<file path="src/rtl/hyperram_arb_pkg.sv">
// Shared types and constants for the two-port HyperRAM arbiter.
package hyperram_arb_pkg;

    // Arbiter sequencing states.
    typedef enum logic [1:0] {
        ST_IDLE = 2'd0,
        ST_BUSY = 2'd1,
        ST_DONE = 2'd2
    } arb_state_t;

    // Read data returned to the owner when the controller never answers.
    localparam logic [31:0] TIMEOUT_RDATA = 32'hFFFF_FFFF;

endpackage

</file>
<file path="src/rtl/hyperram_arbiter.sv">
// Two-port round-robin arbiter in front of the HyperRAM controller port.
// Ports:
//   clk, nreset                      clock, async active-low reset
//   m0_*/m1_* valid,addr,wdata,wstrb  master requests (wstrb==0 is a read)
//   m0_ready/m1_ready, m0/m1_rdata   one-cycle completion pulse, shared read data
//   s_valid,s_addr,s_wdata,s_wstrb   registered request to the controller
//   s_ready, s_rdata                 controller completion and read data
//   grant                            last or current owner
//   timeout                          sticky controller timeout flag
module hyperram_arbiter
    import hyperram_arb_pkg::*;
#(
    parameter int unsigned ADDR_BITS      = 21,
    parameter int unsigned TIMEOUT_CYCLES = 1024
) (
    input  logic                 clk,
    input  logic                 nreset,
    input  logic                 m0_valid,
    input  logic [ADDR_BITS-1:0] m0_addr,
    input  logic [31:0]          m0_wdata,
    input  logic [3:0]           m0_wstrb,
    output logic                 m0_ready,
    output logic [31:0]          m0_rdata,
    input  logic                 m1_valid,
    input  logic [ADDR_BITS-1:0] m1_addr,
    input  logic [31:0]          m1_wdata,
    input  logic [3:0]           m1_wstrb,
    output logic                 m1_ready,
    output logic [31:0]          m1_rdata,
    output logic                 s_valid,
    output logic [ADDR_BITS-1:0] s_addr,
    output logic [31:0]          s_wdata,
    output logic [3:0]           s_wstrb,
    input  logic [31:0]          s_rdata,
    input  logic                 s_ready,
    output logic                 grant,
    output logic                 timeout
);

    localparam int unsigned      CNT_W    = $clog2(TIMEOUT_CYCLES);
    localparam logic [CNT_W-1:0] CNT_LAST = CNT_W'(TIMEOUT_CYCLES - 1);

    arb_state_t       state;
    logic             last;
    logic [CNT_W-1:0] cnt;
    logic [31:0]      rdata_q;

    logic                 win_c;
    logic [ADDR_BITS-1:0] win_addr_c;
    logic [31:0]          win_wdata_c;
    logic [3:0]           win_wstrb_c;

    // Tie goes to the port that did not own the previous transaction.
    always_comb begin
        win_c = m1_valid;
        if (m0_valid && m1_valid) begin
            win_c = ~last;
        end
        win_addr_c  = win_c ? m1_addr  : m0_addr;
        win_wdata_c = win_c ? m1_wdata : m0_wdata;
        win_wstrb_c = win_c ? m1_wstrb : m0_wstrb;
    end

    // Both masters see the same response register; only the owner's ready qualifies it.
    assign m0_rdata = rdata_q;
    assign m1_rdata = rdata_q;

    // Transaction sequencer with registered downstream request and responses.
    always_ff @(posedge clk or negedge nreset) begin
        if (!nreset) begin
            state    <= ST_IDLE;
            last     <= 1'b1;
            cnt      <= '0;
            rdata_q  <= '0;
            s_valid  <= 1'b0;
            s_addr   <= '0;
            s_wdata  <= '0;
            s_wstrb  <= '0;
            m0_ready <= 1'b0;
            m1_ready <= 1'b0;
            grant    <= 1'b0;
            timeout  <= 1'b0;
        end else begin
            m0_ready <= 1'b0;
            m1_ready <= 1'b0;
            case (state)
                ST_IDLE: begin
                    if (m0_valid || m1_valid) begin
                        s_addr  <= win_addr_c;
                        s_wdata <= win_wdata_c;
                        s_wstrb <= win_wstrb_c;
                        s_valid <= 1'b1;
                        grant   <= win_c;
                        cnt     <= '0;
                        state   <= ST_BUSY;
                    end
                end
                ST_BUSY: begin
                    // A late s_ready coinciding with the timeout still counts as success.
                    if (s_ready || (cnt == CNT_LAST)) begin
                        rdata_q  <= s_ready ? s_rdata : TIMEOUT_RDATA;
                        if (!s_ready) begin
                            timeout <= 1'b1;
                        end
                        s_valid  <= 1'b0;
                        m0_ready <= ~grant;
                        m1_ready <= grant;
                        last     <= grant;
                        state    <= ST_DONE;
                    end else begin
                        cnt <= cnt + CNT_W'(1);
                    end
                end
                ST_DONE: begin
                    // Ignore valids here so the just-served request is not taken twice.
                    state <= ST_IDLE;
                end
                default: begin
                    state <= ST_IDLE;
                end
            endcase
        end
    end

endmodule

</file>
<file path="config.mk">
export PLATFORM = sky130hd
export DESIGN_NAME = hyperram_arbiter
export DESIGN_NICKNAME = d
export VERILOG_FILES = /design/src/rtl/hyperram_arb_pkg.sv /design/src/rtl/hyperram_arbiter.sv
export SDC_FILE = /design/constraint.sdc
export NUM_CORES = 1
export LEC_CHECK = 0
export CELL_PAD_IN_SITES_DETAIL_PLACEMENT = 0
export CELL_PAD_IN_SITES_GLOBAL_PLACEMENT = 1
export CORE_UTILIZATION = 30
export DETAILED_ROUTE_END_ITERATION = 10
export PLACE_DENSITY = 0.82
export SYNTH_ARGS = -nofsm -noshare
export SYNTH_HDL_FRONTEND = slang
export SYNTH_SLANG_ARGS = --single-unit
</file>
<file path="constraint.sdc">
create_clock -name clk -period 4.84 [get_ports clk]
set_clock_uncertainty 0.05 [all_clocks]
set_input_delay 0.968 -clock clk [delete_from_list [all_inputs] [get_ports clk]]
set_output_delay 0.968 -clock clk [all_outputs]
set_load 0.05 [all_outputs]
</file>
Word level (Yosys, flattened, before mapping)
Index checks and enable logic that the tools add are counted.

word-level totals
  register bits = 107
  word-level logic and storage cells = 50
  output and inout port bits = 126

operators by class
  eq/ne operators = 5
  bitwise operators = 3
  $add $sub $neg = 1
  reduce and logical (&&, ||, !) cells = 11
  muxes and demuxes = 18

operators by type and width
  operator                                             number
  two-way mux 32 bit                                   2
  two-way mux 21 bit                                   1
  two-way mux 10 bit                                   2
  case mux 10 bit (2 select lines)                     1
  adder 10 x 1 -> 10 bit, second input constant        1
  equality test 10 bit, second input constant          1
  AND reduction 3 bit                                  3
  two-way mux 1 bit                                    7
  inequality test 2 bit, second input constant         3
  AND reduction 2 bit                                  3
  two-way mux 2 bit                                    2
  two-way mux 4 bit                                    1
  case mux 2 bit (2 select lines)                      1
  NOT 1 bit                                            3
  equality test 2 x 1 -> 1 bit, second input constant  1
  zero test 2 bit                                      1
  logical OR 1 bit                                     2
  case mux 1 bit (2 select lines)                      1
  nonzero test 2 bit                                   1
  logical AND 1 bit                                    1

Depth between registers and ports, before layout
  depth in word-level cells = 4
  mapped depth = 7

Least setup slack after synthesis
No wires, ideal clock.

  path type = input-to-reg
  start = in m1_valid
  end = reg s_wdata[6]
  path buffers = 2
  library setup time = 0.083 ns
  stages = 5
  data required time = 4.707 ns
  path slack = 2.856 ns
  data arrival time = 1.851 ns
  cells stage by stage = o21ai_1 buf_2 buf_2 nand2_1 o21ai_0

on the way
  word-level cells in the longest chain between the ends = 3
  elaborated cells on any way between the ends = 5
  those cells by class = mux (2); reduce/logical (3)

RTL lines
  item                  line                    source
  from (decl)           hyperram_arbiter.sv:24  input logic m1_valid,
  logical AND 1 bit     hyperram_arbiter.sv:56  if (m0_valid && m1_valid) begin
  two-way mux 1 bit     hyperram_arbiter.sv:56
  two-way mux 32 bit    hyperram_arbiter.sv:60  win_wdata_c = win_c ? m1_wdata : m0_wdata;
  to (signal assigned)  hyperram_arbiter.sv:90  s_wdata <= win_wdata_c;
  to (decl)             hyperram_arbiter.sv:32  output logic [31:0] s_wdata,

Several ways; a longest one is shown, not always the timed one.
A chain may end at the register's enable or synchronous reset.

Final worst setup path
Ends and elaborated chain as after synthesis.

==> run_results.csv <==
group,metric,value,unit
run_status,status,"complete, no violations",
timing,slew_violations,0,
timing,worst_slew_pin_slew,1.07,ns
final_layout,layout.cells.non_filler,886,
grt,grt_max_degree,78,
synthesis,ys_seq_area_frac,0.554,
final_layout,final_cell_mix,"clkdlybuf4s50_1 (275), dfrtp_1 (106), nand2_1 (62)",
clock_network,post_cts_buffers,0,
timing,relSlewSlack,0.283,
drt,viasPerCell,4.61,
worst_setup_path,end_kind,"flip-flop",
die,die_w,129,µm
worst_setup_path,startpoint,"m1_valid",
synthesis,ys_ff_latch,107,
clock_network,htreeDepth,3,
power,pwr_density_cell,771,nW/µm²
clock_network,cts_sinks,107,
drt,vias,4084,
drt,final_antenna_net_count,0,
place,placed_area,7560,µm²
place,dp.cells,870,
place,place_hpwl,10.4,mm
clock_network,cts_resized,0,
power,power_leakage,3.33,nW
clock_network,cts_tree,"done",
final_layout,fin_area,7860,µm²
die,initial_core_util,0.306,
timing,setup_viol,0,
timing,rsz0062_at_grt,"no",
die,io_pins,277,
final_layout,final_common_cell,"clkdlybuf4s50_1",
grt,grt_pass1_wl,21.5,mm
clock_network,cts.path.max_buffers,2,
clock_network,clock_latency,0.35,ns
die,num_rows,46,
worst_setup_path,cp.required,5.01,ns
power,ir_drop,0.000370,V
drt,routed_wirelength,13.6,mm
final_layout,fill_cells,1401,
worst_setup_path,cp.arrival,2.88,ns
final_layout,antenna_cells,0,
timing,timing.final.crit_share,0.560,
drt,route.detailed.drc,0,
final_layout,layout-drive-gt1-share,0.0463,
grt,grt_pass1_vias,4096,
die,die_height,129,µm
die,dieArea,16600,µm²
clock_network,ctsHoldBuffers,0,
drt,drt_first_pass_iters,4,
grt,grt_overflow,0,
worst_setup_path,worst-path-buf-inv,2,
synthesis,syn_inst,429,
worst_setup_path,path_delay_family,"buffers and inverters",
worst_setup_path,crit_path_top_delay_cell,"clkdlybuf4s50_1",
timing,setup_ws,2.13,ns
clock_network,cts_buffers,9,
place,pre_cts_slack,1.75,ns
min_path,hp-class,"in2async",
worst_setup_path,r2r_start,"cnt[0]",
final_layout,syn2layout_area_growth,62.5,%
worst_setup_path,critPathMaxFanout,46,
run,drv_cap,0,
place,port_buffers,276,
final_layout,nets,817,
worst_setup_path,worstSetupStartpointType,"primary input",
clock_network,cts-root-buf,"clkbuf_16",
drt,wl_per_cell,15.4,µm
place,place.gp.congestion,0.752,
synthesis,synth-warning-count,0,
worst_setup_path,cp_slowest_stage_delay,0.57,ns
synthesis,synthDistinctLibCells,38,
synthesis,syn_area_per_cell,11.3,µm²
grt,grt_antenna_before_repair,0,
drt,drtIter0Drc,95,
grt,grtUsageTotal,0.170,
final_layout,regArea,2680,µm²
timing,setup_tns,0,ns
worst_setup_path,crit_chain,"clkdlybuf4s50_1 -> a21boi_4 -> buf_12 -> mux2i_1 -> o21ai_0",
die,core,15800,µm²
timing,period_needed,2.71,ns
synthesis,synth_area,4840,µm²
worst_setup_path,crit_type,"in2reg",
synthesis,synth.net_count,581,
final_layout,multiInputGateArea,1780,µm²
clock_network,clk_pin_slew_worst_paths,0.07,ns
timing,hold_violations,0,
timing,max_freq,369,MHz
[flip-flops by register name (all words and copies together), names as in the netlist]
register	cells
state	2
m1_ready	1
s_wdata	32
last	1
s_addr	21
m0_ready	1
m0_rdata	32
cnt	10
s_valid	1
timeout	1
s_wstrb	4
grant	1
[worst paths after layout]
kind	to	slack [ns]	cells past startpoint
worst max register to register	last	2.72	6
min in group clk	s_addr[1]	0.43	2
worst min-delay path	m0_rdata[1]	0.42	1
worst min register to register	s_addr[1]	0.43	2
max in group asynchronous	s_addr[12]	3.46	2
worst max-delay path	s_wdata[6]	2.13	5
[synth_stat cells]
master,n,share of area
nor2_1,5,0.0039
and2b_1,1,0.0016
a22o_1,2,0.0036
nand3_1,6,0.0062
and3_4,1,0.0023
buf_6,1,0.0023
a21oi_2,1,0.0018
nand2_1,62,0.048
a221o_1,1,0.0021
o31ai_1,1,0.0016
nor3_1,4,0.0041
xor2_1,1,0.0018
buf_8,3,0.0093
o22a_1,33,0.060
and3_1,4,0.0052
mux2_2,2,0.0047
buf_4,35,0.054
nand2b_1,2,0.0026
nand4_1,2,0.0026
o21ai_1,1,0.0010
nor2b_1,1,0.0013
dfstp_2,1,0.0054
o211ai_1,1,0.0016
mux2i_1,57,0.12
a211o_1,3,0.0054
a21boi_2,1,0.0023
and2_1,3,0.0039
inv_1,1,0.00078
dfrtp_1,106,0.55
buf_2,7,0.0072
and4_1,2,0.0036
and4_4,1,0.0023
clkbuf_1,11,0.0085
ha_1,1,0.0026
o21a_1,2,0.0031
xnor2_1,1,0.0018
a21o_1,2,0.0031
o21ai_0,60,0.062
[cell type report]
cell class / instances / area share
repair buffers: 282 / 0.360
multi-input cells: 264 / 0.226
clock buffers: 10 / 0.0304
well taps: 216 / 0.0344
flip-flops and latches: 107 / 0.341
inverters: 1 / 0.000477
clock inverters: 6 / 0.00796
[per-layer routing]
layer	wire length, µm	vias to the layer above	track usage
li1	-	1962	-
met1	5300	1913	0.188
met2	6920	194	0.300
met3	1170	15	0.0565
met4	246	0	0.0657
met5	0	-	0
[power breakdown]
| group | leakage, nW | switching [mW] | internal [mW] |
|---|---|---|---|
| clock network | 0.153 | 0.332 | 0.416 |
| logic | 1.89 | 2.49 | 1.26 |
| registers | 1.29 | 0.267 | 1.30 |
[metrics by stage]
step                      hold WS [ns]  power [mW]  utilization
after global routing             0.411        6.40        0.497
after global placement           0.394        5.31        0.478
after detailed placement         0.419        5.37        0.478
after CTS                        0.402        6.15        0.497
final                            0.418        6.06        0.497
after floorplan                  0.449        4.18            -
[cells by family after synthesis]
family,count (synthesis),share of synthesized area
xor+xnor,2,0.00362
compound gates,108,0.147
fa+ha+maj,1,0.00259
buf+inv,58,0.0825
simple gates,94,0.0877
mux,59,0.123
flops,107,0.554
No activity file was read; power rests on OpenSTA's default activity.
